[src/rtl/alu_seq_pkg.sv]
// alu_seq_pkg: shared state, unit-select, error and opcode constants for the ALU command sequencer
package alu_seq_pkg;
  typedef enum logic [1:0] {S_IDLE, S_ISSUE, S_WAIT, S_RESP} state_e;
  localparam logic [1:0] UNIT_ARITH = 2'b00;
  localparam logic [1:0] UNIT_LOGIC = 2'b01;
  localparam logic [1:0] UNIT_CMP = 2'b10;
  localparam logic [1:0] UNIT_SHIFT = 2'b11;
  localparam logic [1:0] ERR_OK = 2'b00;
  localparam logic [1:0] ERR_DIV0 = 2'b01;
  localparam logic [1:0] ERR_TIMEOUT = 2'b10;
  localparam logic [3:0] OP_ADD = 4'b0000;
  localparam logic [3:0] OP_SUB = 4'b0001;
  localparam logic [3:0] OP_MUL = 4'b0010;
  localparam logic [3:0] OP_DIV = 4'b0011;
  localparam logic [3:0] OP_NOP = 4'b1000;
endpackage

[src/rtl/alu_result_sel.sv]
// alu_result_sel: picks the selected unit's flag/result and zero-extends narrow results
module alu_result_sel
  import alu_seq_pkg::*;
#(
  parameter int OUT_WIDTH = 16,
  parameter int ARITH_WIDTH = 32
) (
  input  logic [1:0]             unit_i,
  input  logic [ARITH_WIDTH-1:0] arith_i,
  input  logic                   carry_i,
  input  logic [OUT_WIDTH-1:0]   logic_i,
  input  logic [OUT_WIDTH-1:0]   cmp_i,
  input  logic [OUT_WIDTH-1:0]   shift_i,
  input  logic                   arith_flag_i,
  input  logic                   logic_flag_i,
  input  logic                   cmp_flag_i,
  input  logic                   shift_flag_i,
  output logic [ARITH_WIDTH-1:0] data_o,
  output logic                   carry_o,
  output logic                   flag_o
);
  // only the selected unit's flag counts; carry is meaningful for arithmetic only
  always_comb begin
    data_o = unit_i == UNIT_ARITH ? arith_i :
             unit_i == UNIT_LOGIC ? ARITH_WIDTH'(logic_i) :
             unit_i == UNIT_CMP   ? ARITH_WIDTH'(cmp_i) : ARITH_WIDTH'(shift_i);
    flag_o = unit_i == UNIT_ARITH ? arith_flag_i :
             unit_i == UNIT_LOGIC ? logic_flag_i :
             unit_i == UNIT_SHIFT ? shift_flag_i : cmp_flag_i;
    carry_o = unit_i == UNIT_ARITH && carry_i;
  end
endmodule

[src/rtl/alu_cmd_sequencer.sv]
// alu_cmd_sequencer: issues one command to the ALU, waits for its unit flag, returns the result
module alu_cmd_sequencer
  import alu_seq_pkg::*;
#(
  parameter int IN_WIDTH = 16,
  parameter int OUT_WIDTH = 16,
  parameter int ARITH_WIDTH = 32,
  parameter int TIMEOUT = 8,
  parameter int CNT_WIDTH = 4
) (
  input  logic                   CLK,
  input  logic                   RST,
  input  logic                   CMD_VALID,
  output logic                   CMD_READY,
  input  logic [3:0]             CMD_OP,
  input  logic [IN_WIDTH-1:0]    CMD_A,
  input  logic [IN_WIDTH-1:0]    CMD_B,
  output logic [IN_WIDTH-1:0]    ALU_A,
  output logic [IN_WIDTH-1:0]    ALU_B,
  output logic [3:0]             ALU_FUN,
  output logic                   ALU_EN,
  input  logic [ARITH_WIDTH-1:0] Arith_OUT,
  input  logic                   Carry_OUT,
  input  logic [OUT_WIDTH-1:0]   Logic_OUT,
  input  logic [OUT_WIDTH-1:0]   CMP_OUT,
  input  logic [OUT_WIDTH-1:0]   Shift_OUT,
  input  logic                   Arith_Flag,
  input  logic                   Logic_Flag,
  input  logic                   CMP_Flag,
  input  logic                   Shift_Flag,
  output logic                   RES_VALID,
  input  logic                   RES_READY,
  output logic [ARITH_WIDTH-1:0] RES_DATA,
  output logic                   RES_CARRY,
  output logic [1:0]             RES_ERR
);
  state_e state_q, state_d;
  logic [CNT_WIDTH-1:0] cnt_q, cnt_d;
  logic [IN_WIDTH-1:0] a_q, a_d, b_q, b_d;
  logic [3:0] fun_q, fun_d;
  logic [ARITH_WIDTH-1:0] data_q, data_d, sel_data;
  logic carry_q, carry_d, sel_carry, sel_flag;
  logic [1:0] err_q, err_d;
  alu_result_sel #(.OUT_WIDTH(OUT_WIDTH), .ARITH_WIDTH(ARITH_WIDTH)) u_sel (
    .unit_i(fun_q[3:2]), .arith_i(Arith_OUT), .carry_i(Carry_OUT), .logic_i(Logic_OUT),
    .cmp_i(CMP_OUT), .shift_i(Shift_OUT), .arith_flag_i(Arith_Flag), .logic_flag_i(Logic_Flag),
    .cmp_flag_i(CMP_Flag), .shift_flag_i(Shift_Flag), .data_o(sel_data), .carry_o(sel_carry),
    .flag_o(sel_flag)
  );
  assign CMD_READY = state_q == S_IDLE;
  assign ALU_EN = state_q == S_ISSUE;
  assign RES_VALID = state_q == S_RESP;
  assign ALU_A = a_q;
  assign ALU_B = b_q;
  assign ALU_FUN = fun_q;
  assign RES_DATA = data_q;
  assign RES_CARRY = carry_q;
  assign RES_ERR = err_q;
  // next-state: divide-by-zero skips the ALU, WAIT ends on the selected flag or the timeout
  always_comb begin
    state_d = state_q;
    cnt_d = cnt_q;
    a_d = a_q;
    b_d = b_q;
    fun_d = fun_q;
    data_d = data_q;
    carry_d = carry_q;
    err_d = err_q;
    case (state_q)
      S_IDLE: if (CMD_VALID) begin
        a_d = CMD_A;
        b_d = CMD_B;
        fun_d = CMD_OP;
        if (CMD_OP == OP_DIV && CMD_B == '0) begin
          state_d = S_RESP;
          data_d = '1;
          carry_d = 1'b0;
          err_d = ERR_DIV0;
        end else state_d = S_ISSUE;
      end
      S_ISSUE: begin
        state_d = S_WAIT;
        cnt_d = '0;
      end
      S_WAIT: if (sel_flag) begin
        state_d = S_RESP;
        data_d = sel_data;
        carry_d = sel_carry;
        err_d = ERR_OK;
      end else if (cnt_q == CNT_WIDTH'(TIMEOUT - 1)) begin
        state_d = S_RESP;
        data_d = '0;
        carry_d = 1'b0;
        err_d = ERR_TIMEOUT;
      end else cnt_d = cnt_q + 1'b1;
      default: if (RES_READY) state_d = S_IDLE;
    endcase
  end
  // state and datapath registers; reset discards any pending command or result
  always_ff @(posedge CLK) begin
    if (RST) begin
      state_q <= S_IDLE;
      cnt_q <= '0;
      a_q <= '0;
      b_q <= '0;
      fun_q <= '0;
      data_q <= '0;
      carry_q <= 1'b0;
      err_q <= ERR_OK;
    end else begin
      state_q <= state_d;
      cnt_q <= cnt_d;
      a_q <= a_d;
      b_q <= b_d;
      fun_q <= fun_d;
      data_q <= data_d;
      carry_q <= carry_d;
      err_q <= err_d;
    end
  end
endmodule

[config.mk]
export PLATFORM = sky130hd
export DESIGN_NAME = alu_cmd_sequencer
export DESIGN_NICKNAME = d
export VERILOG_FILES = /design/src/rtl/alu_seq_pkg.sv /design/src/rtl/alu_result_sel.sv /design/src/rtl/alu_cmd_sequencer.sv
export SDC_FILE = /design/constraint.sdc
export NUM_CORES = 1
export LEC_CHECK = 0
export CAP_MARGIN = 25
export CORE_ASPECT_RATIO = 0.75
export CORE_MARGIN = 3
export CORE_UTILIZATION = 39
export CTS_CLUSTER_SIZE = 12
export DETAILED_ROUTE_END_ITERATION = 6
export GPL_ROUTABILITY_DRIVEN = 0
export PLACE_DENSITY = 0.8
export SLEW_MARGIN = 20
export SYNTH_ARGS = -nofsm -noshare
export SYNTH_HDL_FRONTEND = slang
export SYNTH_SLANG_ARGS = --single-unit
[constraint.sdc]
create_clock -name CLK -period 2.75 [get_ports CLK]
set_clock_uncertainty 0.1 [all_clocks]
set_input_delay 0.275 -clock CLK [delete_from_list [all_inputs] [get_ports CLK]]
set_output_delay 0.275 -clock CLK [all_outputs]
set_load 0.005 [all_outputs]
==> out/qor.csv <==
metric;value;unit
cts_sinks;77;
setup_violations;0;
ys_top_cells_by_area;dfxtp_1 43%, a21oi_1 14%, nand2_1 8.0%;
synth_top_cell_by_area;dfxtp_1;
grt_util_met1;27.2;%
hold_violations;0;
die_width;117;um
die_y;88.9;um
diodes;0;
fillerInstances;714;
nNetsFinal;714;
viasPerCell;5.42;
cts_resized;0;
cp_data_arrival_time;2470;ps
tritoncts;done;
post_cts_buffers;0;
slowest_delay;370;ps
wl;11.8;mm
drt_pass1_iterations;5;
insertion_delay;320;ps
cap_violations;0;
fmax;427;MHz
synthesis.area;0.00357;mm^2
cts_root_buf;clkbuf_16;
powerDensity;726;mW/mm^2
grt.total_usage;22.6;%
path_delay_family;compound AO/OA/AOI/OAI gates;
htreeDepth;3;
drive_above_1_share;7.64;%
max_slew_margin;51.5;%
start_util;41.2;%
synth_compound_area_share;24.9;%
core;0.00867;mm^2
peakVddDrop;0.000407;V
setup_tns;0;ps
drtIter0Drc;291;
path_max_fanout;34;
report.final.slew_viol_count;0;
ys_seq_area_share;43.1;%
timing.hold.ws;353;ps
grt_pass1_wl;18.4;mm
synth_nets;528;
cp_slowest_cell;buf_4;
drc_errors;0;
grtUsageMet3;6.77;%
cp-end-kind;flop;
synthSimpleGateAreaFrac;12.8;%
synth_top_family_by_area;compound AO/OA/AOI/OAI gates;
clk_path_buf_depth;2;
grt_max_degree;43;
synth_top_area_share;43.1;%
boundaryPins;199;
port_buffers;198;
required;2880;ps
hold_buffers;0;
cts_inserted_buffers;9;
rsz0062_at_grt;no;
area_growth;66.6;%
num_rows;29;
synth_xor_area_share;0;%
ys_types;38;
grt_busiest_layer;met2;
crit_type;reg -> reg;
avgSynthCellArea;8.98;um^2
fin_crit_sh;85.2;%
dieArea;0.0104;mm^2
use_met2;40.2;%
tightestPinTransition;728;ps
synth_mux_area_share;11.9;%
ys_ff_latch;77;
synthCells;398;
status;complete, no violations;
routed-via-count;3779;
path_buf_inv;2;
hold_class;reg -> reg;
ant_nets;0;
period_minus_slack;2340;ps
overflow;0;
p_leak;2.09;nW
wire_per_inst;16.9;um
yosys.area_share.adder;1.75;%
grt_pass1_vias;3751;
antenna_found_initial;0;
crit_chain;inv_1 -> ha_1 -> nor4b_1 -> nand2_1 -> o31ai_4 -> buf_4 -> a21oi_1 -> a211oi_1;
hpwl;8.99;mm
cts.reportedPaths.clkPinSlew;60;ps
yosys_warnings;0;
setup.worst_path.start_class;flop;
final cells by class:
| class | instances | area (um^2) | area share [%] |
|---|---|---|---|
| inverter | 5 | 18.8 | 0.315 |
| clock inverter | 6 | 111 | 1.87 |
| clock buffer | 10 | 229 | 3.85 |
| sequential | 77 | 1540 | 25.9 |
| multi-input combinational | 280 | 1840 | 31.0 |
| timing repair buffer | 211 | 2070 | 34.8 |
| tap | 108 | 135 | 2.27 |
final timing paths:
path | startpoint | end | slack (ps) | cells past startpoint
setup / recovery | state_q[1] | RES_DATA[25] | 410 | 8
hold / removal | ALU_B[8] | ALU_B[8] | 350 | 2
setup reg to reg | state_q[1] | RES_DATA[25] | 410 | 8
hold reg to reg | ALU_B[8] | ALU_B[8] | 350 | 2
cells in the mapped netlist:
cell / count
or3_1: 1
o41ai_1: 1
a31oi_1: 2
ha_1: 5
nand3_1: 2
nor2b_1: 1
a22oi_1: 1
o31ai_2: 1
and3_1: 1
clkbuf_1: 23
nor3b_2: 1
nor3_1: 2
nand4_1: 3
nor2_2: 1
nand2b_1: 3
a31oi_4: 1
a221o_1: 1
a211oi_1: 34
a21o_1: 1
nor4_1: 2
inv_1: 5
mux2i_1: 2
buf_6: 5
o31a_1: 1
buf_2: 5
nand4b_1: 1
nor4b_1: 1
nand2_1: 76
nor2_1: 7
and2_1: 1
nand3b_1: 2
mux4_2: 11
dfxtp_1: 77
a21oi_2: 1
mux4_1: 6
a21oi_1: 102
buf_1: 3
o21ai_0: 5
tightest hold or removal path, cell delays in order (launching register included):
cell and delay, ps:
dfxtp_1 300, nand2_1 50, a21oi_1 50
report_power, final:
part           switching, mW  total, mW  internal (mW)
registers              0.103       1.39           1.29
clock network          0.449       1.34          0.887
logic                  0.800       1.60          0.801
total                   1.35       4.32           2.97
metal layers:
metal	wire length, um	up-vias
met2	6010	162
met1	4740	1784
met4	105	0
met5	0	-
li1	-	1823
met3	932	10
through the flow:
stage	cells	instance area, um^2	power (mW)	worst slack (ps)	util [%]
after floorplan	398	3570	2.27	653	-
after global placement	681	5610	2.97	342	64.7
after detailed placement	681	5610	3.01	276	64.7
after CTS	697	5950	4.35	425	68.6
after global routing	697	5950	4.58	160	68.6
final	697	5950	4.32	406	68.6
layout by cell type (no fill, tap or decap), types with 2 or more instances in the layout:
cell / netlist / layout
a211oi_1: 34 / 34
a21oi_1: 102 / 102
a31oi_1: 2 / 2
buf_4: 0 / 13
bufinv_16: 0 / 3
clkbuf_16: 0 / 9
clkdlybuf4s50_1: 0 / 197
dfxtp_1: 77 / 77
ha_1: 5 / 5
inv_1: 5 / 5
mux2i_1: 2 / 2
mux4_1: 6 / 6
mux4_2: 11 / 11
nand2_1: 76 / 76
nand2b_1: 3 / 3
nand3_1: 2 / 2
nand3b_1: 2 / 2
nand4_1: 3 / 3
nor2_1: 7 / 7
nor3_1: 2 / 2
nor4_1: 2 / 2
o21ai_0: 5 / 5
registers in the layout, indices dropped and copies added, names as in the netlist:
| signal | count |
|---|---|
| state_q | 2 |
| RES_CARRY | 1 |
| ALU_B | 16 |
| RES_DATA | 32 |
| cnt_q | 4 |
| RES_ERR | 2 |
| ALU_FUN | 4 |
| ALU_A | 16 |
kinds of logic (layout without fill, tap and decap cells):
group           count (synthesis)  after routing
compound gates                151            151
simple gates                  105            105
flops                          77             77
buf+inv                        41            232
mux                            19             19
fa+ha+maj                       5              5
No activity file was read; power rests on OpenSTA's default activity.
